### src/rtl/pipe_stage_reg.sv
// Generic pipeline stage register: valid/ready handshake, synchronous flush,
// and an optional second (skid) entry that makes in_ready a pure flop output.
module pipe_stage_reg #(
  parameter int DATA_W   = 96,
  parameter int CTRL_W   = 5,
  parameter int SKID     = 1,
  parameter int CLR_DATA = 1
) (
  input  logic              clk,
  input  logic              rst_n,
  input  logic              flush,
  input  logic              in_valid,
  output logic              in_ready,
  input  logic [CTRL_W-1:0] in_ctrl,
  input  logic [DATA_W-1:0] in_data,
  output logic              out_valid,
  input  logic              out_ready,
  output logic [CTRL_W-1:0] out_ctrl,
  output logic [DATA_W-1:0] out_data,
  output logic [1:0]        occupancy
);

  // Encoding doubles as the entry count driven on occupancy.
  typedef enum logic [1:0] {
    EMPTY = 2'd0,
    FULL1 = 2'd1,
    FULL2 = 2'd2
  } state_t;

  state_t            state, state_nxt;
  logic [DATA_W-1:0] main_data, skid_data;
  logic [CTRL_W-1:0] main_ctrl, skid_ctrl;
  logic              in_ready_q;
  logic              in_fire, out_fire;

  assign out_valid = (state != EMPTY);
  assign out_ctrl  = main_ctrl;
  assign out_data  = main_data;
  assign occupancy = state;

  // With a skid entry the upstream sees only a flop; without one it sees the
  // downstream ready directly so a full stage still streams one entry per cycle.
  assign in_ready = (SKID != 0) ? in_ready_q : (!out_valid || out_ready);
  assign in_fire  = in_valid && in_ready;
  assign out_fire = out_valid && out_ready;

  // NOTE: every variable gets a default before the case so no latch is inferred.
  always_comb begin
    state_nxt = state;
    case (state)
      EMPTY: if (in_fire) state_nxt = FULL1;
      FULL1: begin
        if (out_fire && !in_fire)      state_nxt = EMPTY;
        else if (in_fire && !out_fire) state_nxt = (SKID != 0) ? FULL2 : FULL1;
      end
      FULL2:   if (out_fire) state_nxt = FULL1;
      default: state_nxt = EMPTY;
    endcase
    if (flush) state_nxt = EMPTY;
  end

  // NOTE: payload registers are reset too, so out_data reads 0 straight out of reset.
  always_ff @(posedge clk or negedge rst_n) begin
    if (!rst_n) begin
      state      <= EMPTY;
      in_ready_q <= 1'b1;
      main_data  <= '0;
      main_ctrl  <= '0;
      skid_data  <= '0;
      skid_ctrl  <= '0;
    end else begin
      // NOTE: non-blocking assignments keep every flop sampling pre-edge values.
      state      <= state_nxt;
      in_ready_q <= (state_nxt != FULL2);
      if (flush) begin
        main_ctrl <= '0;
        skid_ctrl <= '0;
        skid_data <= '0;
        if (CLR_DATA != 0) main_data <= '0;
      end else begin
        case (state)
          EMPTY: begin
            if (in_fire) begin
              main_data <= in_data;
              main_ctrl <= in_ctrl;
            end
          end
          FULL1: begin
            if (in_fire && out_fire) begin
              main_data <= in_data;
              main_ctrl <= in_ctrl;
            end else if (out_fire) begin
              main_ctrl <= '0;  // a bubble must never carry side-effect bits
            end else if (in_fire) begin
              skid_data <= in_data;
              skid_ctrl <= in_ctrl;
            end
          end
          FULL2: begin
            if (out_fire) begin
              main_data <= skid_data;
              main_ctrl <= skid_ctrl;
              skid_ctrl <= '0;
            end
          end
          default: ;
        endcase
      end
    end
  end

endmodule

### config.mk
export PLATFORM = sky130hd
export DESIGN_NAME = pipe_stage_reg
export DESIGN_NICKNAME = d
export VERILOG_FILES = /design/src/rtl/pipe_stage_reg.sv
export SDC_FILE = /design/constraint.sdc
export NUM_CORES = 1
export LEC_CHECK = 0
export CAP_MARGIN = 5
export CORE_MARGIN = 2
export CORE_UTILIZATION = 44
export DETAILED_ROUTE_END_ITERATION = 10
export PLACE_DENSITY_LB_ADDON = 0.25
export SLEW_MARGIN = 30
export SYNTH_ARGS = -nofsm -noshare
export SYNTH_HDL_FRONTEND = slang
export SYNTH_SLANG_ARGS = --single-unit
export TNS_END_PERCENT = 10
### constraint.sdc
create_clock -name clk -period 2.5 [get_ports clk]
set_input_delay 0.5 -clock clk [delete_from_list [all_inputs] [get_ports clk]]
set_output_delay 0.5 -clock clk [all_outputs]
set_load 0.01 [all_outputs]
==> results list <==
- Core area: 21820 µm²
* Netlist area before placement: 9809 µm²
- Port bufs: 210
* Rel. slew slack: 58.74%
- A synthesized cell averages 11.39 µm².
- The number of antenna violations at the first check in global routing is 1.
* Routability-driven placement congestion ratio: 0.7468
- When the netlist entered floorplanning its net count stood at 971.
* Total length of routed wires: 25870 µm
* Final worst path period need: 2309 ps
* Maximum buffer depth of the clock tree: 3
* Worst path max stage delay: 410 ps
- # placed instances: 1276
- Standard-cell row count: 54
- TritonCTS Sinks: 205
- Area of the die: 23500 µm²
- Counting every instance in the synthesized netlist gives 861.
* Worst setup slack before clock tree synthesis: 82.78 ps
* Vias in the first global route: 7678
- The max-slew violation total from the final report came to 0.
- Setup slack closes at 191.5 ps.
* I/O pin count: 211
- Counting both buffers and inverters, the worst setup path holds a total of 2.
* Final total negative setup slack: 0 ps
- Fill cell instance count of the final layout: 1812
* Die width: 153.3 µm
- The first global-routing pass estimated 42170 µm of wire.
- 0 antenna diodes ended up in the layout.
* Max-cap violations: 0
* Die outline height: 153.3 µm
* Clk root buf: clkbuf_16
* 1st-pass router iterations: 5
* Worst-margin pin slew: 618.9 ps
* Count of nets left with antenna violations after detail routing: 0
* Yosys reg bits: 205
* Power consumption: 13.34 mW
- TritonCTS built the clock tree.
- After global routing the overflow that remains totals 0.
* Layout Cells excl Fill: 1319
* Upper clock frequency limit: 433.2 MHz
- For this design the static power due to leakage is 5.397 nW.
- GRT Total Usage: 21.52%
- The first routing iteration left 373 violations.
* Clock slew seen by the registers of the worst setup and hold paths: 60 ps
- Among all stages on the critical path, the largest delay is contributed by dfrtp_2.
- Number of nets at the end of the flow: 1134
- The clock arrives with 8.255 ps of skew.
* Share of cells above drive strength 1: 10.49%
- Among the stages of the critical path, the cell type that occurs most often is buf_4.
- Critical path cell sequence: buf_4 > ha_4 > or3b_1 > a21o_4 > buf_4 > a221oi_1 > a311oi_1
* Biggest fanout along the worst timing path: 29
- Worst path arrival time: 2660 ps
- Of the synthesized area, sequential elements account for 52.31%.
* Worst setup SP type: register
* Detailed placement HPWL: 15470 µm
- Post-place instance area: 12140 µm²
* Setup repair after global routing missed its margin: no
- Largest delay share family, worst path: compound AO/OA/AOI/OAI gates
* Pin count of the biggest net entering global routing: 107
- Clock tree synthesis inserted a total of 23 buffers.
- After routing the design area is 12930 µm².
- Worst min-delay path category: register to register
* Htree depth: 1
* Initial Utilization: 44.95%
* Pwr per Cell Area: 1032 nW/µm²
- Type of the worst setup path: register to register
* Clock Latency Late Sink: 500 ps
* Number of unique standard cell types used by synthesis: 36
- WP data required: 2850 ps
* Outcome: complete, no violations
* CP Capture Type: register
- The worst path uses 92.34% of the clock period.
- In the final routed layout, each cell accounts on average for 19.62 µm.
- Average via count per standard cell: 5.937
* Max rail drop VDD: 567.9 µV
- Number of design rule violations left after detail routing: 0
- Area growth, synth to finish: 31.80%
- Hold violation count in the final report: 0
- Setup-failing EPs final: 0
- Across all layers, the routed design uses 7831 vias.
- The Yosys step of the flow raised 0 warnings.
==> through the flow <==
stage	utilization, %	hold WS, ps
finish	59.24	506.4
floorplan	-	204.4
detailed placement	55.65	491.9
CTS	59.23	508.4
global route	59.24	515.4
global placement	55.65	488.5
==> state kept, by name, summed over array words and instances, names as in the netlist <==
signal and cells:
out_data 96, skid_data 96, out_ctrl 5, skid_ctrl 5, occupancy 2, in_ready 1
==> final timing paths <==
| kind | endpoint | slack [ps] | depth (start not counted) | start |
|---|---|---|---|---|
| worst max-delay path | out_data[18] | 190 | 7 | occupancy[1] |
| worst max register to register | out_data[18] | 190 | 7 | occupancy[1] |
| worst min register to register | skid_data[23] | 510 | 1 | skid_data[23] |
| min in group asynchronous | out_data[93] | 540 | 2 | rst_n |
| worst min-delay path | skid_data[23] | 510 | 1 | skid_data[23] |
| max in group asynchronous | out_data[68] | 1160 | 3 | rst_n |
==> cell usage after synthesis, drive strengths merged <==
library cell | n | area (µm²)
ha | 4 | 50.05
nand2b | 1 | 6.260
a221oi | 96 | 1028
nor3 | 2 | 10.01
mux2i | 1 | 10.01
o21ai | 1 | 5.000
nor2 | 9 | 33.78
or4b | 1 | 10.01
a32oi | 1 | 8.760
a2bb2oi | 1 | 8.760
a21o | 1 | 7.510
xnor2 | 1 | 8.760
buf | 41 | 300.3
dfstp | 1 | 26.28
a31oi | 6 | 37.54
and2 | 1 | 6.260
dfrtp | 204 | 5105
a21oi | 6 | 30.03
a311oi | 101 | 884.6
clkbuf | 61 | 229.0
nand4b | 1 | 8.760
a22o | 96 | 840.8
or3b | 7 | 61.31
a21boi | 1 | 7.510
inv | 99 | 371.6
or2 | 1 | 6.260
maj3 | 1 | 10.01
nor2b | 101 | 631.9
nand2 | 6 | 22.52
nand3 | 7 | 35.03
nand3b | 1 | 7.510
==> power by group <==
group	internal [mW]	switching [mW]	total (mW)
logic	2.61	2.50	5.11
clock network	2.07	1.32	3.39
registers	4.25	0.595	4.84
total	8.92	4.41	13.3
==> timing repair <==
| action | in CTS | in global routing |
|---|---|---|
| endpoints found under the hold margin | 51 | 0 |
| hold buffers | 1 | 0 |
| resized for setup | 1 | 1 |
| setup buffers | 2 | 0 |
| endpoints found under the setup margin | 1 | 1 |
==> layer usage <==
layer	track usage [%]	part of all wire, %
met1	32.42	47
met2	31.93	44
met3	4.395	7.2
met4	5.203	2.0
met5	0	0.046
==> cell families after synthesis <==
kind of cell,share of synthesized area [%]
XOR/XNOR,0.08930
flip-flops,52.31
multiplexers,0.1020
AND/OR/NAND/NOR,8.559
adder cells (fa/ha/maj),0.6123
AO/OA/AOI/OAI,29.15
buffers and inverters,9.184
==> cell usage in the layout (no fill, tap or decap), drive strengths merged <==
cell           instances
a21boi                 1
a21o                   1
a21oi                  6
a221oi                96
a22o                  96
a2bb2oi                1
a311oi               101
a31oi                  6
a32oi                  1
and2                   1
buf                   30
bufinv                 2
clkbuf                36
clkdlybuf4s50        207
clkinv                 3
dfrtp                204
dfstp                  1
dlygate4sd3            1
dlymetal6s2s           1
ha                     4
inv                   99
maj3                   1
mux2i                  1
nand2                  6
nand2b                 1
nand3                  7
nand3b                 1
nand4b                 1
nor2                   9
nor2b                101
nor3                   2
o21ai                  1
or2                    1
or3b                   7
or4b                   1
xnor2                  1
==> final cells by class <==
cell class	instances	area, µm²	share of cell area (%)
Sequential cell	205	5132	39.70
Multi-Input combinational cell	455	3822	29.57
Timing Repair Buffer	240	2496	19.31
Clock buffer	35	680.7	5.265
Inverter	99	371.6	2.874
Tap cell	280	350.3	2.710
Clock inverter	5	75.07	0.5807
Power figures use the tool's default switching activity.
